===== src/rtl/alu_control_unit.sv =====
// -----------------------------------------------------------------------------
// alu_control_unit
//
// Purpose:
//   Decodes the 5-bit opcode field of a 16-bit instruction word into a one-hot
//   ALU operation select. The select is available combinationally on `out` and
//   as a pipeline-registered copy on `out_q`.
//
//   Select bit meanings:
//     bit0 ADD, bit1 SUB, bit2 AND, bit3 OR, bit4 NOT, bit5 SHR, bit6 SHL.
//   The select is always one-hot or all-zero.
//
// Ports:
//   clk    in   1   rising-edge clock for out_q
//   rst_n  in   1   asynchronous active-low reset, clears out_q
//   inst   in  16   instruction word; opcode = inst[15:11], inst[10:0] unused
//   en     in   1   pipeline enable; out_q holds when low
//   flush  in   1   synchronous clear of out_q, wins over en
//   out    out  7   combinational one-hot ALU select
//   out_q  out  7   out registered on clk
// -----------------------------------------------------------------------------
module alu_control_unit (
    input  logic        clk,
    input  logic        rst_n,
    input  logic [15:0] inst,
    input  logic        en,
    input  logic        flush,
    output logic [6:0]  out,
    output logic [6:0]  out_q
);

    localparam logic [6:0] SEL_NONE = 7'b000_0000;
    localparam logic [6:0] SEL_ADD  = 7'b000_0001;
    localparam logic [6:0] SEL_SUB  = 7'b000_0010;
    localparam logic [6:0] SEL_AND  = 7'b000_0100;
    localparam logic [6:0] SEL_OR   = 7'b000_1000;
    localparam logic [6:0] SEL_NOT  = 7'b001_0000;
    localparam logic [6:0] SEL_SHR  = 7'b010_0000;
    localparam logic [6:0] SEL_SHL  = 7'b100_0000;

    // Opcode to ALU select. Every opcode that is not a real ALU operation
    // (moves, loads/stores, stack, branches, carry flag ops) still uses the
    // adder for address/increment work, so ADD is the catch-all. Only nop and
    // the unassigned codes produce an all-zero select.
    function automatic logic [6:0] decode_op(input logic [4:0] op);
        logic [6:0] sel;
        case (op)
            5'b10000: sel = SEL_SUB;   // dec
            5'b10001: sel = SEL_SUB;   // sub
            5'b10010: sel = SEL_OR;    // or
            5'b10011: sel = SEL_AND;   // and
            5'b10100: sel = SEL_SHL;   // shl
            5'b10101: sel = SEL_SHR;   // shr
            5'b10110: sel = SEL_NOT;   // not
            5'b11111: sel = SEL_NONE;  // nop
            5'b01010: sel = SEL_NONE;  // unassigned
            5'b01011: sel = SEL_NONE;  // unassigned
            5'b10111: sel = SEL_NONE;  // unassigned
            default:  sel = SEL_ADD;   // all address/flag/branch/move opcodes
        endcase
        return sel;
    endfunction

    logic [6:0] out_d;

    // Operand bits of the instruction play no part in ALU selection.
    logic unused_operand_s;
    assign unused_operand_s = ^inst[10:0];

    // Combinational decode of the opcode field.
    always_comb begin
        out = decode_op(inst[15:11]);
    end

    // Next value of the pipeline register: flush beats enable beats hold.
    always_comb begin
        out_d = out_q;
        if (flush) begin
            out_d = SEL_NONE;
        end else if (en) begin
            out_d = out;
        end else begin
            out_d = out_q;
        end
    end

    // Pipeline register with asynchronous clear.
    always_ff @(posedge clk or negedge rst_n) begin
        if (!rst_n) begin
            out_q <= SEL_NONE;
        end else begin
            out_q <= out_d;
        end
    end

endmodule


===== config.mk =====
export PLATFORM = sky130hd
export DESIGN_NAME = alu_control_unit
export DESIGN_NICKNAME = d
export VERILOG_FILES = /design/src/rtl/alu_control_unit.sv
export SDC_FILE = /design/constraint.sdc
export NUM_CORES = 1
export LEC_CHECK = 0
export CAP_MARGIN = 5
export CORE_ASPECT_RATIO = 0.9
export CORE_MARGIN = 3
export CORE_UTILIZATION = 27
export CTS_CLUSTER_SIZE = 8
export DETAILED_ROUTE_END_ITERATION = 16
export PLACE_DENSITY = 0.73
export REMOVE_ABC_BUFFERS = 1
export SYNTH_ARGS = -nofsm -noshare
export SYNTH_HDL_FRONTEND = slang
export SYNTH_SLANG_ARGS = --single-unit

===== constraint.sdc =====
create_clock -name clk -period 0.8 [get_ports clk]
set_input_delay 0.16 -clock clk [delete_from_list [all_inputs] [get_ports clk]]
set_output_delay 0.16 -clock clk [all_outputs]
set_load 0.03 [all_outputs]

==> flow_metrics.py <==
metrics = {
    "timing": {
        "worstMarginPinSlew_ps": 353,
        "slew-limit-headroom": 0.764,
        "rsz0062_at_grt": "yes",
        "fin_crit_ps": 1130,
        "maxSlewViolCount": 0,
        "whs_ps": 170,
        "hold_viol": 0,
        "max_freq_mhz": 889,
        "fin_crit_sh": 1.41,
        "fin_skew_ps": 0,
        "setup_violations": 18,
        "fin_ws_ps": -325,
        "fin_tns_setup_ps": -3170,
    },
    "clock_tree": {
        "hold_buffers": 0,
        "clk_latency_ps": 260,
        "numCtsBuffers": 3,
        "cts_tree": "done",
        "cts_root_buf": "clkbuf_4",
        "h-tree-depth": 1,
        "clockBufferDepth": 2,
        "cts.clk_slew.worst_paths_ps": 60,
        "clock_sinks": 7,
    },
    "finish": {
        "area_growth_pct": 133,
        "drive_gt1_frac": 0.671,
        "fin_area_sq_um": 926,
        "diodes": 0,
        "largest_reg_flops": 7,
        "regMostFlops": "out_q",
        "top_regs": "out_q (7)",
        "nets": 103,
        "final_common_cell": "buf_6",
        "final_cell_mix": "buf_6 (23), buf_4 (14), dfrtp_1 (7)",
    },
    "detailed_routing": {
        "drtPass1Iterations": 4,
        "drcViolationCount": 0,
        "via_per_inst": 4.80,
        "drt_iter0_markers": 11,
        "wire_per_inst_um": 13.4,
        "ant_nets": 0,
        "drt_wl_total_mm": 1.29,
        "vias": 461,
    },
    "setup_path": {
        "worstReg2RegEnd": "out_q[4]$_DFFE_PN0P_",
        "path_class": "primary input to output port",
        "cp_data_arrival_time_ps": 970,
        "path_max_fanout": 3,
        "required_ps": 640,
        "endpoint_kind": "output port",
        "r2r_start": "out_q[4]$_DFFE_PN0P_",
        "r2r_cells": 2,
        "start_kind": "primary input",
        "r2r_slack_ps": 0,
    },
    "global_routing": {
        "grt_pass1_wl_mm": 2.19,
        "use_met1": 0.214,
        "grt-ovfl-total": 0,
        "grt_busiest_layer": "met2",
        "grt.total_usage": 0.158,
        "antenna_found_initial": 0,
        "use_met2": 0.239,
        "grt_use_met3": 0.0515,
        "grt_pass1_vias": 495,
        "grt_max_degree": 8,
    },
    "synthesis": {
        "ys_seq_area_frac": 0.442,
        "synth-seq-cells": 7,
        "synth_cell_type_count": 19,
        "synth_edf_count": 0,
        "syn_avg_cell_area_sq_um": 11.3,
        "synthesis.area_sq_um": 397,
        "ys_async_sr_fraction": 1.00,
        "synth_cells": 35,
        "yosysWarnings": 0,
        "synth_ff_type": "dfrtp_1",
    },
    "floorplan": {
        "core_area_sq_um": 1310,
        "die_area_sq_um": 1970,
        "die_w_um": 46.4,
        "std_cell_rows": 12,
        "die_h_um": 42.4,
        "start_util": 0.304,
        "boundaryPins": 34,
    },
    "power": {
        "switching_share": 0.291,
        "peakVddDrop_uv": 772,
        "fin_total_pwr_mw": 1.02,
        "intPower_mw": 0.721,
        "leakagePower_nw": 0.466,
        "powerDensity_nw_per_um2": 1100,
        "p_clk_frac": 0.343,
        "combPwrFrac": 0.297,
        "p_switching_mw": 0.296,
        "power_frac_seq": 0.359,
    },
    "placed_design": {
        "gp_congestion": 0.670,
        "place_worst_setup_slack_ps": -1060,
        "portBuffers": 22,
        "hpwl_um": 894,
        "place_area_sq_um": 699,
    },
    "worst_hold_path": {
        "hp-class": "primary input to async pin",
    },
    "outcome": {
        "failed_checks": "negative setup slack",
        "status": "finished with violations",
    },
    "flow_run": {
        "cap_viol_max_count": 0,
    },
}
[cell families after synthesis]
group            Yosys count  synth area share
AO/OA/AOI/OAI              6             0.123
flip-flops                 7             0.442
multiplexers               1            0.0252
AND/OR/NAND/NOR           21             0.410
[worst max-delay path: stages]
cell      delay, ps
buf_8           100
buf_6           110
nand3b_4        190
nor3b_4         240
buf_6           160
[stage by stage]
stage / utilization / cells
6_report: 0.709 / 96
5_1_grt: 0.709 / 96
4_1_cts: 0.658 / 94
3_5_place_dp: 0.535 / 84
3_3_place_gp: 0.535 / 84
2_1_floorplan: - / 35
[what timing repair did]
item / CTS / global route
gates resized for setup: 55 / 13
endpoints found under the hold margin: 0 / 0
setup buffers: 6 / 3
pin swaps: 6 / 3
endpoints found under the setup margin: 21 / 18
[final cells by class]
type,instances,area (sq um)
Clock buffer,4,26.3
Timing Repair Buffer,43,433
Sequential cell,7,175
Tap cell,14,17.5
Multi-Input combinational cell,28,274
Fill cell,103,380
[power groups by stage]
stage          logic (mW)  clock network [mW]  registers (mW)
3_5_place_dp        0.228                   0           0.370
5_1_grt             0.323               0.375           0.366
2_1_floorplan      0.0642                   0           0.384
4_1_cts             0.271               0.349           0.365
3_3_place_gp        0.223                   0           0.370
6_report            0.302               0.349           0.365
[synth_stat cells (2+ instances only)]
| cell type | count | area share |
|---|---|---|
| a22o_1 | 3 | 0.066 |
| dfrtp_1 | 7 | 0.44 |
| nand2_1 | 5 | 0.047 |
| nor2_1 | 3 | 0.028 |
| nor2b_1 | 2 | 0.032 |
| nor3b_2 | 2 | 0.063 |
[routing by layer]
layer  vias to the layer above  routed length (um)
li1                        227                   -
met1                       217                 611
met3                         0                  73
met2                        17                 606
met5                         -                   0
met4                         0                   0
[worst max path at each step]
stage                         from                    to  depth (start not counted)
final                     inst[14]                out[2]                          5
after global routing      inst[14]                out[6]                          5
after global placement    inst[12]                out[0]                          5
after floorplan           inst[12]  out_q[1]$_DFFE_PN0P_                          3
after detailed placement  inst[12]                out[0]                          5
after CTS                 inst[12]                out[6]                          5
Note: power is estimated with default switching activity, not from simulation.
